$ cat src/rtl/sort_arbiter.sv
// sort_arbiter: round-robin arbiter sharing one sorting engine between
// two packet sources, with length enforcement and ownership tagging.
// Ports: clk_i, arst_n_i; req_data_i/req_sop_i/req_eop_i/req_val_i in,
// req_rdy_o out (per requester); srt_data_o/srt_sop_o/srt_eop_o/
// srt_val_o to the engine, srt_busy_i from it; owner_o, gnt_o, err_o.
module sort_arbiter #(
  parameter int DWIDTH = 8,
  parameter int AWIDTH = 3
) (
  input  logic                   clk_i,
  input  logic                   arst_n_i,
  input  logic [1:0][DWIDTH-1:0] req_data_i,
  input  logic [1:0]             req_sop_i,
  input  logic [1:0]             req_eop_i,
  input  logic [1:0]             req_val_i,
  output logic [1:0]             req_rdy_o,
  output logic [DWIDTH-1:0]      srt_data_o,
  output logic                   srt_sop_o,
  output logic                   srt_eop_o,
  output logic                   srt_val_o,
  input  logic                   srt_busy_i,
  output logic                   owner_o,
  output logic                   gnt_o,
  output logic                   err_o
);
  typedef enum logic [2:0] {
    IDLE, FWD, DISCARD, WAIT_HI, WAIT_LO
  } state_t;

  state_t            r_state, w_state;
  logic              r_last, w_last;
  logic              r_owner, w_owner;
  logic [AWIDTH-1:0] r_cnt, w_cnt;
  logic [1:0]        r_wcnt, w_wcnt;
  logic              r_err, w_err;
  logic              r_val, w_val;
  logic              r_sop, w_sop;
  logic              r_eop, w_eop;
  logic [DWIDTH-1:0] r_data, w_data;
  logic [1:0]        w_rdy;
  logic [1:0]        w_cand;
  logic              w_beat;

  assign w_cand = req_val_i & req_sop_i;
  assign w_beat = req_val_i[r_owner];

  always_comb begin
    w_state = r_state;
    w_last  = r_last;
    w_owner = r_owner;
    w_cnt   = r_cnt;
    w_wcnt  = r_wcnt;
    w_err   = 1'b0;
    w_val   = 1'b0;
    w_sop   = 1'b0;
    w_eop   = 1'b0;
    w_data  = r_data;
    w_rdy   = '0;
    unique case (r_state)
      IDLE: begin
        // non-sop beats here are strays: swallow and flag them
        w_rdy = req_val_i & ~req_sop_i;
        w_err = |w_rdy;
        if (!srt_busy_i && |w_cand) begin
          w_state = FWD;
          w_cnt   = '0;
          w_owner = (&w_cand) ? ~r_last : w_cand[1];
        end
      end
      FWD: begin
        w_rdy[r_owner] = 1'b1;
        if (w_beat) begin
          w_val  = 1'b1;
          w_sop  = (r_cnt == '0);
          w_data = req_data_i[r_owner];
          w_cnt  = r_cnt + 1'b1;
          if (req_eop_i[r_owner]) begin
            w_eop   = 1'b1;
            w_state = WAIT_HI;
            w_wcnt  = '0;
          end else if (&r_cnt) begin
            // engine full: close the packet, drop the rest
            w_eop   = 1'b1;
            w_err   = 1'b1;
            w_state = DISCARD;
          end
        end
      end
      DISCARD: begin
        w_rdy[r_owner] = 1'b1;
        if (w_beat && req_eop_i[r_owner]) begin
          w_state = WAIT_HI;
          w_wcnt  = '0;
        end
      end
      WAIT_HI: begin
        if (srt_busy_i) begin
          w_state = WAIT_LO;
        end else if (r_wcnt == 2'd2) begin
          w_state = IDLE;
          w_last  = r_owner;
        end else begin
          w_wcnt = r_wcnt + 2'd1;
        end
      end
      WAIT_LO: begin
        if (!srt_busy_i) begin
          w_state = IDLE;
          w_last  = r_owner;
        end
      end
      default: w_state = IDLE;
    endcase
  end

  always_ff @(posedge clk_i or negedge arst_n_i) begin
    if (!arst_n_i) begin
      r_state <= IDLE;
      r_last  <= 1'b1;
      r_owner <= 1'b0;
      r_cnt   <= '0;
      r_wcnt  <= '0;
      r_err   <= 1'b0;
      r_val   <= 1'b0;
      r_sop   <= 1'b0;
      r_eop   <= 1'b0;
      r_data  <= '0;
    end else begin
      r_state <= w_state;
      r_last  <= w_last;
      r_owner <= w_owner;
      r_cnt   <= w_cnt;
      r_wcnt  <= w_wcnt;
      r_err   <= w_err;
      r_val   <= w_val;
      r_sop   <= w_sop;
      r_eop   <= w_eop;
      r_data  <= w_data;
    end
  end

  // reset holds rdy low even while a source keeps val asserted
  assign req_rdy_o  = w_rdy & {2{arst_n_i}};
  assign srt_data_o = r_data;
  assign srt_val_o  = r_val;
  assign srt_sop_o  = r_sop;
  assign srt_eop_o  = r_eop;
  assign owner_o    = r_owner;
  assign gnt_o      = (r_state != IDLE);
  assign err_o      = r_err;
endmodule

$ cat config.mk
export PLATFORM = sky130hd
export DESIGN_NAME = sort_arbiter
export DESIGN_NICKNAME = d
export VERILOG_FILES = /design/src/rtl/sort_arbiter.sv
export SDC_FILE = /design/constraint.sdc
export NUM_CORES = 1
export LEC_CHECK = 0
export ABC_CLOCK_PERIOD_IN_PS = 1700
export BUFFER_PORTS_ARGS = -buffer_cell sky130_fd_sc_hd__buf_2
export CAP_MARGIN = 20
export CORE_ASPECT_RATIO = 0.7
export CORE_MARGIN = 1
export CORE_UTILIZATION = 30
export CTS_BUF_LIST = sky130_fd_sc_hd__clkbuf_4
export CTS_CLUSTER_DIAMETER = 150
export CTS_CLUSTER_SIZE = 24
export DETAILED_ROUTE_END_ITERATION = 16
export GPL_ROUTABILITY_DRIVEN = 0
export PLACE_DENSITY = 0.6
export RECOVER_POWER = 100
export SYNTH_ARGS = -nofsm -noshare
export SYNTH_HDL_FRONTEND = slang
export SYNTH_SLANG_ARGS = --single-unit
$ cat constraint.sdc
create_clock -name clk_i -period 1.7 [get_ports clk_i]
set_input_delay 0.085 -clock clk_i [delete_from_list [all_inputs] [get_ports clk_i]]
set_output_delay 0.085 -clock clk_i [all_outputs]
set_load 0.02 [all_outputs]
==> impl_metrics.ini <==
[finish]
fillers = 387
final_core_utilization = 0.398
nets = 198
stdcell_count = 220
diodes = 0
areaGrowthSynthToFinish_pct = 27.1
drive_gt1_frac = 0.310
postLayoutCellArea_um2 = 1560

[cts]
clockRootBuffer = clkbuf_4
clock-sinks = 22
clk_pin_slew_ps = 120
worst_skew_pair.late_latency_ps = 310
numCtsBuffers = 3
cts_buffer_depth = 2
ctsHtreeMaxLevel = 1
cts_tree = built

[sta]
relSlewSlack = 0.450
finalClockSkew_ps = 11.6
worst_slew_pin_slew_ps = 825
hold_violations = 0
period_minus_slack_ps = 1700
fmax_mhz = 587
fin_ws_ps = -2.80
hold_slack_ps = 46.6
rsz0062_at_grt = true
final-setup-viol-count = 1
min_period_over_period = 1.00
maxSlewViolCount = 0

[yosys]
synthDistinctLibCells = 40
syn_area_um2 = 1230
synth_top_area_frac = 0.427
netlist_top_cells_count = dfrtp_1 (21), o21ai_1 (14), nand2_1 (13)
synth_top_cell_by_area = dfrtp_1
ys_dominant_reg_cell = dfrtp_1
async_flop_share = 1.00
netlist_instances = 120
synth.ff_latch_count = 22
syn_area_per_cell_um2 = 10.2
yosys_warnings = 0
ys_seq_area_frac = 0.449
yosysMostFrequentCell = dfrtp_1
synth_edf_count = 0
syn-num-nets = 149
netlist_top_cells_area = dfrtp_1 (43%), mux2i_1 (7.3%), o21ai_1 (5.7%)

[grt]
gr-usage-met1 = 0.198
grt_util_all_layers = 0.141
met2_usage = 0.221
grt_pass1_wl_mm = 4.78
grtUsageMet3 = 0.0393
grt_pass1_vias = 978
antenna_found_initial = 0
overflow = 0
grt_max_degree = 17
grt.busiest_layer = met2

[hold_path]
hold_path_end = srt_data_o[5]$_DFFE_PN0P_
hold_depth = 3
min_from = req_data_i[5]
min_path_type = in -> reg

[power]
power.density_nw_per_um2 = 1710
power_leakage_nw = 0.742
ir_worst_vdd_v = 0.000768

[floorplanning]
start_util = 0.314
core_area_um2 = 3920
std_cell_rows = 19
die_h_um = 55.6
io_pins = 41
fp.dieArea_um2 = 4360
die_x_um = 78.5

[route]
first_iter_violations = 83
wl_per_cell_um = 13.5
ant_nets = 0
first_pass_iters = 4
vias = 1050
drc_errors = 0
viasPerCell = 4.77
drt_wl_total_mm = 2.97

[worst_setup_path]
worst-setup-path-type = reg -> out
worstSetupStartpointType = flip-flop
rr_endpoint = r_wcnt[0]$_DFFE_PN0P_
r2r_start = r_state[0]$_DFFE_PN0P_
endpoint_kind = output pin
regToRegSetupSlack_ps = 10
critPathRequiredTime_ps = 1620
reg2regPathDepth = 5
worstPathArrival_ps = 1620
crit_fanout = 4

[placed_design]
placed_cells = 210
io_buffers = 40
dpl.hpwl_mm = 2.22
place_area_um2 = 1490

[flow_run]
drv_cap = 0

[status]
violations = setup timing
status = finished, violations left
[worst max-delay path, cell delays in order (launching register included)]
cell	delay, ps
dfrtp_2	500
buf_6	160
nor2_4	130
a31oi_1	100
nor3b_1	210
buf_2	200
[how the worst max path moves through the flow]
| stage | startpoint | endpoint | slack, ps |
|---|---|---|---|
| finish | r_state[0]$_DFFE_PN0P_ | req_rdy_o[0] | -3 |
| global route | r_state[0]$_DFFE_PN0P_ | req_rdy_o[0] | -40 |
| CTS | r_state[1]$_DFFE_PN0P_ | req_rdy_o[0] | 20 |
| detailed placement | r_state[1]$_DFFE_PN0P_ | r_wcnt[1]$_DFFE_PN0P_ | -30 |
| global placement | r_state[1]$_DFFE_PN0P_ | r_wcnt[0]$_DFFE_PN0P_ | 70 |
| floorplan | owner_o$_DFFE_PN0P_ | r_wcnt[0]$_DFFE_PN0P_ | 100 |
[power by group]
part           switching (mW)  internal [mW]  total (mW)
combinational           0.856          0.629        1.49
clock                   0.154          0.108       0.262
sequential              0.186          0.744       0.930
total                    1.20           1.48        2.68
[cells in the final DEF, fill, tap and decap left out, types with 4 or more instances in the layout]
cell type	netlist	routed
nand2_1	13	13
dfrtp_1	21	19
clkbuf_4	0	4
buf_2	4	27
inv_1	6	6
a21oi_1	4	4
ha_1	4	4
nor2_1	7	6
clkbuf_1	0	14
o21ai_1	14	14
mux2i_1	9	9
buf_4	1	7
[stage by stage]
| stage | setup TNS [ps] | setup WS (ps) | total power, mW |
|---|---|---|---|
| final | -2.80 | -2.80 | 2.68 |
| after CTS | 0 | 16.7 | 2.63 |
| after detailed placement | -37.7 | -25.8 | 2.32 |
| after global placement | 0 | 69.9 | 2.27 |
| after global routing | -120 | -44.5 | 2.87 |
| after floorplan | 0 | 100 | 1.93 |
[sequential cells by signal, summed over array words and instances, names as in the netlist]
name and count:
r_state 3, owner_o 1, r_wcnt 2, r_cnt 3
srt_sop_o 1, srt_data_o 8, err_o 1, srt_val_o 1
r_last 1, srt_eop_o 1
[area by class of cell]
type                            count  area [um2]  area share
Sequential cell                    22         554       0.355
Inverter                            7        26.3      0.0168
Tap cell                           52        65.1      0.0416
Clock buffer                        4        30.0      0.0192
Timing Repair Buffer               51         267       0.171
Multi-Input combinational cell     84         621       0.397
[per-layer routing]
layer  wire (um)  vias to the layer above
met5           0                        -
met4           2                        0
met3         129                        2
met2        1450                       26
met1        1390                      503
li1            -                      519
[cell families after synthesis]
logic type                 after synthesis  share of synthesized area
adders and majority gates                4                     0.0407
muxes                                   13                      0.113
AOI/OAI and AO/OA                       31                      0.174
DFF                                     22                      0.449
xor gates and xnor gates                 1                     0.0224
buffers and inverters                   14                     0.0559
and+or+nand+nor                         35                      0.145
[what timing repair did]
action,in CTS,in global routing
pin swaps,0,6
cloned,0,0
setup buffers,1,4
setup endpoints to repair,5,5
endpoints found under the hold margin,22,0
hold buffers,1,0
gates resized for setup,4,2
Power figures use the tool's default switching activity.
